==> src/rtl/decode_issue_ctrl_pkg.sv <==
// Shared decode types for the ID stage: opcodes, immediate formats and the EX control bundle.
// Types and constants only; no latency and no flow control.
package decode_issue_ctrl_pkg;

  localparam int XLEN   = 32;
  localparam int REG_AW = 5;

  typedef enum logic [2:0] {
    IMM_NONE,
    IMM_I_TYPE,
    IMM_S_TYPE,
    IMM_B_TYPE,
    IMM_U_TYPE,
    IMM_J_TYPE
  } imm_sel_t;

  typedef enum logic [6:0] {
    OPC_LOAD   = 7'b0000011,
    OPC_OP_IMM = 7'b0010011,
    OPC_AUIPC  = 7'b0010111,
    OPC_STORE  = 7'b0100011,
    OPC_OP     = 7'b0110011,
    OPC_LUI    = 7'b0110111,
    OPC_BRANCH = 7'b1100011,
    OPC_JALR   = 7'b1100111,
    OPC_JAL    = 7'b1101111
  } opcode_t;

  // ALU_REG/ALU_IMM defer the exact operation to funct3/funct7 in EX.
  typedef enum logic [2:0] {
    ALU_ADD,
    ALU_REG,
    ALU_IMM,
    ALU_CMP,
    ALU_LUI,
    ALU_AUIPC
  } alu_op_t;

  typedef struct packed {
    alu_op_t alu_op;
    logic    alu_src_imm;
    logic    reg_we;
    logic    mem_re;
    logic    mem_we;
    logic    branch;
    logic    jump;
  } ex_ctrl_t;

endpackage

==> src/rtl/decode_issue_ctrl_immgen.sv <==
// Immediate generator: reassembles and sign-extends the RV32I immediate from instr[31:7].
// Purely combinational, zero latency; no flow control.
module decode_issue_ctrl_immgen
  import decode_issue_ctrl_pkg::*;
(
  input  imm_sel_t          imm_sel,
  input  logic [24:0]       imm_i,
  output logic [XLEN-1:0]   imm_o
);

  // imm_i[k] holds instruction bit k+7.
  always_comb begin
    imm_o = '0;
    case (imm_sel)
      IMM_I_TYPE: imm_o = {{20{imm_i[24]}}, imm_i[24:13]};
      IMM_S_TYPE: imm_o = {{20{imm_i[24]}}, imm_i[24:18], imm_i[4:0]};
      IMM_B_TYPE: imm_o = {{19{imm_i[24]}}, imm_i[24], imm_i[0], imm_i[23:18], imm_i[4:1], 1'b0};
      IMM_U_TYPE: imm_o = {imm_i[24:5], 12'b0};
      IMM_J_TYPE: imm_o = {{11{imm_i[24]}}, imm_i[24], imm_i[12:5], imm_i[13], imm_i[23:14], 1'b0};
      default:    imm_o = '0;
    endcase
  end

endmodule

==> src/rtl/decode_issue_ctrl.sv <==
// Decode/issue controller between IF/ID and EX; DECODE_ILLEGAL_TRAP_EN enables the illegal-opcode flag.
// Latency 1 cycle from IF accept to EX visible; full throughput when EX drains in the same cycle.
// Backpressure: if_ready_o drops on flush, load-use hazard, or a full register EX is not taking.
module decode_issue_ctrl
  import decode_issue_ctrl_pkg::*;
(
  input  logic              clk_i,
  input  logic              rst_ni,
  input  logic              flush_i,
  input  logic              if_valid_i,
  output logic              if_ready_o,
  input  logic [XLEN-1:0]   if_instr_i,
  input  logic [XLEN-1:0]   if_pc_i,
  output logic              ex_valid_o,
  input  logic              ex_ready_i,
  output logic [XLEN-1:0]   ex_pc_o,
  output logic [REG_AW-1:0] ex_rs1_o,
  output logic [REG_AW-1:0] ex_rs2_o,
  output logic [REG_AW-1:0] ex_rd_o,
  output logic [XLEN-1:0]   ex_imm_o,
  output ex_ctrl_t          ex_ctrl_o,
  output logic              hazard_stall_o,
  output logic              ex_illegal_o
);

  imm_sel_t          imm_sel_c;
  ex_ctrl_t          ctrl_c;
  logic              reads_rs1_c;
  logic              reads_rs2_c;
  logic [REG_AW-1:0] rs1_c;
  logic [REG_AW-1:0] rs2_c;
  logic [REG_AW-1:0] rd_c;
  logic [XLEN-1:0]   imm_c;
  logic              hazard_c;
  logic              accept_c;
  logic              load_pending_q;

  assign rs1_c = if_instr_i[19:15];
  assign rs2_c = if_instr_i[24:20];

  always_comb begin
    imm_sel_c   = IMM_NONE;
    ctrl_c      = '0;
    reads_rs1_c = 1'b0;
    reads_rs2_c = 1'b0;
    case (if_instr_i[6:0])
      OPC_LOAD: begin
        imm_sel_c = IMM_I_TYPE;
        ctrl_c.alu_src_imm = 1'b1; ctrl_c.reg_we = 1'b1; ctrl_c.mem_re = 1'b1;
        reads_rs1_c = 1'b1;
      end
      OPC_OP_IMM: begin
        imm_sel_c = IMM_I_TYPE;
        ctrl_c.alu_op = ALU_IMM; ctrl_c.alu_src_imm = 1'b1; ctrl_c.reg_we = 1'b1;
        reads_rs1_c = 1'b1;
      end
      OPC_JALR: begin
        imm_sel_c = IMM_I_TYPE;
        ctrl_c.alu_src_imm = 1'b1; ctrl_c.reg_we = 1'b1; ctrl_c.jump = 1'b1;
        reads_rs1_c = 1'b1;
      end
      OPC_STORE: begin
        imm_sel_c = IMM_S_TYPE;
        ctrl_c.alu_src_imm = 1'b1; ctrl_c.mem_we = 1'b1;
        reads_rs1_c = 1'b1; reads_rs2_c = 1'b1;
      end
      OPC_BRANCH: begin
        imm_sel_c = IMM_B_TYPE;
        ctrl_c.alu_op = ALU_CMP; ctrl_c.branch = 1'b1;
        reads_rs1_c = 1'b1; reads_rs2_c = 1'b1;
      end
      OPC_LUI: begin
        imm_sel_c = IMM_U_TYPE;
        ctrl_c.alu_op = ALU_LUI; ctrl_c.alu_src_imm = 1'b1; ctrl_c.reg_we = 1'b1;
      end
      OPC_AUIPC: begin
        imm_sel_c = IMM_U_TYPE;
        ctrl_c.alu_op = ALU_AUIPC; ctrl_c.alu_src_imm = 1'b1; ctrl_c.reg_we = 1'b1;
      end
      OPC_JAL: begin
        imm_sel_c = IMM_J_TYPE;
        ctrl_c.reg_we = 1'b1; ctrl_c.jump = 1'b1;
      end
      OPC_OP: begin
        ctrl_c.alu_op = ALU_REG; ctrl_c.reg_we = 1'b1;
        reads_rs1_c = 1'b1; reads_rs2_c = 1'b1;
      end
      default: ;
    endcase
  end

  // Instructions that write nothing (store, branch, unknown) carry rd=0.
  assign rd_c = ctrl_c.reg_we ? if_instr_i[11:7] : '0;

  decode_issue_ctrl_immgen u_immgen (
    .imm_sel (imm_sel_c),
    .imm_i   (if_instr_i[31:7]),
    .imm_o   (imm_c)
  );

  // load_pending_q already implies a valid load with a nonzero rd in the register.
  assign hazard_c = if_valid_i & load_pending_q &
                    ((reads_rs1_c & (rs1_c == ex_rd_o)) | (reads_rs2_c & (rs2_c == ex_rd_o)));

  assign hazard_stall_o = hazard_c;
  assign if_ready_o     = rst_ni & ~flush_i & ~hazard_c & (~ex_valid_o | ex_ready_i);
  assign accept_c       = if_valid_i & if_ready_o;

  always_ff @(posedge clk_i or negedge rst_ni) begin
    if (!rst_ni) begin
      ex_valid_o     <= 1'b0;
      ex_pc_o        <= '0;
      ex_rs1_o       <= '0;
      ex_rs2_o       <= '0;
      ex_rd_o        <= '0;
      ex_imm_o       <= '0;
      ex_ctrl_o      <= '0;
      load_pending_q <= 1'b0;
    end else if (flush_i) begin
      ex_valid_o     <= 1'b0;
      load_pending_q <= 1'b0;
    end else if (accept_c) begin
      ex_valid_o     <= 1'b1;
      ex_pc_o        <= if_pc_i;
      ex_rs1_o       <= rs1_c;
      ex_rs2_o       <= rs2_c;
      ex_rd_o        <= rd_c;
      ex_imm_o       <= imm_c;
      ex_ctrl_o      <= ctrl_c;
      load_pending_q <= ctrl_c.mem_re & (rd_c != '0);
    end else if (ex_ready_i) begin
      ex_valid_o     <= 1'b0;
      load_pending_q <= 1'b0;
    end
  end

`ifdef DECODE_ILLEGAL_TRAP_EN
  logic illegal_c;

  // Every legal opcode ends in 2'b11 and selects an immediate, except OP.
  assign illegal_c = (if_instr_i[1:0] != 2'b11) |
                     ((imm_sel_c == IMM_NONE) & (if_instr_i[6:0] != OPC_OP));

  always_ff @(posedge clk_i or negedge rst_ni) begin
    if (!rst_ni) begin
      ex_illegal_o <= 1'b0;
    end else if (flush_i) begin
      ex_illegal_o <= 1'b0;
    end else if (accept_c) begin
      ex_illegal_o <= illegal_c;
    end else if (ex_ready_i) begin
      ex_illegal_o <= 1'b0;
    end
  end
`else
  assign ex_illegal_o = 1'b0;
`endif

endmodule

==> config.mk <==
export PLATFORM = sky130hd
export DESIGN_NAME = decode_issue_ctrl
export DESIGN_NICKNAME = d
export VERILOG_FILES = /design/src/rtl/decode_issue_ctrl_pkg.sv /design/src/rtl/decode_issue_ctrl_immgen.sv /design/src/rtl/decode_issue_ctrl.sv
export SDC_FILE = /design/constraint.sdc
export NUM_CORES = 1
export LEC_CHECK = 0
export CAP_MARGIN = 10
export CORE_ASPECT_RATIO = 0.9
export CORE_MARGIN = 8
export CORE_UTILIZATION = 45
export CTS_BUF_LIST = sky130_fd_sc_hd__clkbuf_8
export DETAILED_ROUTE_END_ITERATION = 12
export GPL_TIMING_DRIVEN = 0
export PLACE_DENSITY_LB_ADDON = 0.2
export SETUP_SLACK_MARGIN = 0.02
export SYNTH_ARGS = -nofsm -noshare
export SYNTH_HDL_FRONTEND = slang
export SYNTH_SLANG_ARGS = --single-unit
==> constraint.sdc <==
create_clock -name clk_i -period 3.55 [get_ports clk_i]
set_input_delay 0.71 -clock clk_i [delete_from_list [all_inputs] [get_ports clk_i]]
set_output_delay 0.71 -clock clk_i [all_outputs]
set_load 0.03 [all_outputs]
==> flow_summary.toml <==
[sta]
skew_ns = 0.0113
final_max_slew_viol_count = 0
tns_ns = 0
fin_crit_sh_pct = 96.3
finalHoldViolCount = 0
rsz0062_at_grt = "false"
setup_viol = 0
finalCriticalPeriod_ns = 3.42
fmax_ghz = 0.293
slew_headroom_pct = 62.0
tightestPinTransition_ns = 0.571
finalHoldWorstSlack_ns = 0.239

[setup_path]
arrival_ns = 2.71
crit_family = "buffers and inverters"
critPathRequiredTime_ns = 2.84
path_cells = "clkdlybuf4s50_1, xor2_1, a2111oi_4, nand3_1, a21boi_2, a21oi_1, dlygate4sd2_1"
slowest_stage = "clkdlybuf4s50_1"
cp_slowest_stage_delay_ns = 0.50
critPathCaptureType = "output pin"
crit_fanout = 3
worstSetupPathType = "in2out"
path_buf_inv = 2
startpoint_type = "input port"

[synthesis]
syn_nets = 413
seq_area_frac_synth_pct = 48.8
synth_edf_count = 0
yosysTopAreaCellShare_pct = 48.8
synth.distinct_cells = 53
synth_area_leaders = "dfrtp_1 (49%), mux2_4 (20%), mux2i_1 (4.8%), buf_12 (3.0%), inv_1 (2.1%)"
synth-async-reset-ratio_pct = 100
synth.most_common_cell = "dfrtp_1"
ys_seq_elements = 90
syn_inst = 344
synth.largest_area_cell = "dfrtp_1"
ys.flop_type = "dfrtp_1"
synth_area_sq_um = 4620
syn_avg_cell_area_sq_um = 13.4
yosysWarnings = 0
synth_common_cells = "dfrtp_1 (90), mux2_4 (60), inv_1 (26)"

[cts]
clk_pin_slew_ns = 0.09
cts-root-buf = "clkbuf_8"
cts.htree.levels = 3
cts_made_buffers = 9
cts_sinks = 90
cts_buffer_depth = 2
clk_latency_ns = 0.37
cts_tree = "done"
holdBufCountCts = 0

[detailed_routing]
drtIter0Drc = 143
drt_wl_total_microns = 12200
ant_nets = 0
vias = 3251
drtPass1Iterations = 4
route.detailed.drc = 0
wire_per_inst_microns = 18.9
avgViaCountPerCell = 5.03

[global_routing]
grt_pass1_vias = 3613
grt_overflow_total = 0
antenna_found_initial = 0
grt_max_degree = 72
grt_pass1_wl_microns = 19300
grt_use_total_pct = 17.8

[floorplan]
core-area_sq_um = 10100
initial_core_util_pct = 45.7
placementRows = 35
dieArea_sq_um = 13800
die_height_microns = 112
chipWidth_microns = 123
io_pins = 161

[pwr]
ir_worst_vdd_v = 0.000367
p_leak_uw = 0.00320
power.density_nw_per_um2 = 433
power_uw = 2840

[layout]
area_growth_pct = 42.2
stdcell_area_sq_um = 6570
nets = 581
fin_cells = 646
fill_cells = 830
drive_above_1_share_pct = 20.1
num_antenna_cells = 0

[status]
outcome = "finished clean"

[run]
cap_violations = 0

[placed_design]
dpl_cell_area_sq_um = 6370
port-buffer-count = 156
dp_hpwl_microns = 9270
dp.cells = 630
gp_congestion = 0.866

[min_path]
hold_class = "in2async"
metrics by stage:
| stage | utilization, % | setup slack [ns] |
|---|---|---|
| 2_1_floorplan | - | 0.833 |
| 3_3_place_gp | 62.7 | -2.65 |
| 3_5_place_dp | 62.9 | -0.314 |
| 4_1_cts | 64.9 | 0.0403 |
| 5_1_grt | 64.9 | 0.0411 |
| 6_report | 64.9 | 0.132 |
final cells by class:
cell class	instances	area, sq um	share of cell area [%]
timing repair buffer	157	1580	24.1
inverter	26	97.6	1.49
clock inverter	6	65.1	0.991
tap	129	161	2.46
multi-input combinational	208	2040	31.1
clock buffer	10	138	2.10
buffer	20	230	3.51
sequential	90	2250	34.3
worst paths after layout:
path | end | cells after the start | slack, ns | from
worst max register to register | ex_imm_o[24] | 6 | 1.43 | ex_rd_o[4]
worst min register to register | ex_imm_o[22] | 1 | 0.50 | ex_imm_o[22]
max in group asynchronous | ex_rd_o[0] | 2 | 2.65 | rst_ni
min in group clk_i | ex_imm_o[22] | 1 | 0.50 | ex_imm_o[22]
worst max-delay path | if_ready_o | 7 | 0.13 | if_instr_i[16]
worst min-delay path | ex_ctrl_o[0] | 1 | 0.24 | rst_ni
cells by family after synthesis:
kind of cell | Yosys count | share of synthesized area, %
and+or+nand+nor | 61 | 8.18
other | 1 | 0.0812
buffers and inverters | 46 | 7.10
AOI/OAI and AO/OA | 46 | 7.88
muxes | 88 | 25.7
xor gates and xnor gates | 12 | 2.28
DFF | 90 | 48.8
registers in the layout (all words and copies together) (netlist names):
name and cells:
ex_valid_o 1, ex_imm_o 32, load_pending_q 1, ex_rs2_o 5, ex_rs1_o 5, ex_rd_o 5, ex_ctrl_o 9, ex_pc_o 32
repair_timing:
item | in CTS | in global routing
buffers inserted | 0 | 0
endpoints found under the setup margin | 2 | 2
gates resized for setup | 3 | 3
metal layers:
| metal | vias up | share of wire [%] | track usage, % |
|---|---|---|---|
| met4 | 0 | 1.1 | 3.98 |
| met1 | 1605 | 42 | 20.9 |
| met2 | 106 | 48 | 29.3 |
| li1 | 1529 | - | - |
| met3 | 11 | 9.3 | 7.88 |
| met5 | - | 0 | 0 |
power by group:
part	total, uW	switching (uW)	leakage (uW)	internal [uW]
combinational	912	451	0.00194	461
clock	722	377	0.0000963	345
sequential	1210	67.0	0.00116	1140
worst register-to-register path, stage by stage (launching register included):
cell     delay, ns
dfrtp_1       0.45
xor2_1        0.17
nor4_2        0.39
a41oi_2       0.26
nand2_8       0.23
buf_12        0.17
mux2_1        0.33
cell usage in the layout, fill, tap and decap left out, drive strengths merged, types with 3 or more instances in the layout:
cell | synthesis | layout
clkdlybuf4s50 | 0 | 153
dfrtp | 90 | 90
mux2 | 66 | 66
inv | 26 | 28
mux2i | 22 | 22
buf | 18 | 20
nand2 | 18 | 18
a21oi | 14 | 14
clkbuf | 2 | 13
a21o | 12 | 12
xor2 | 7 | 7
nor2 | 7 | 7
xnor2 | 5 | 5
nor3 | 5 | 5
and3 | 4 | 4
nand3 | 4 | 4
a22o | 4 | 4
and2 | 3 | 3
clkinvlp | 0 | 3
nand2b | 3 | 3
nand4 | 3 | 3
o21ai | 3 | 3
(Power assumes the default switching activity.)
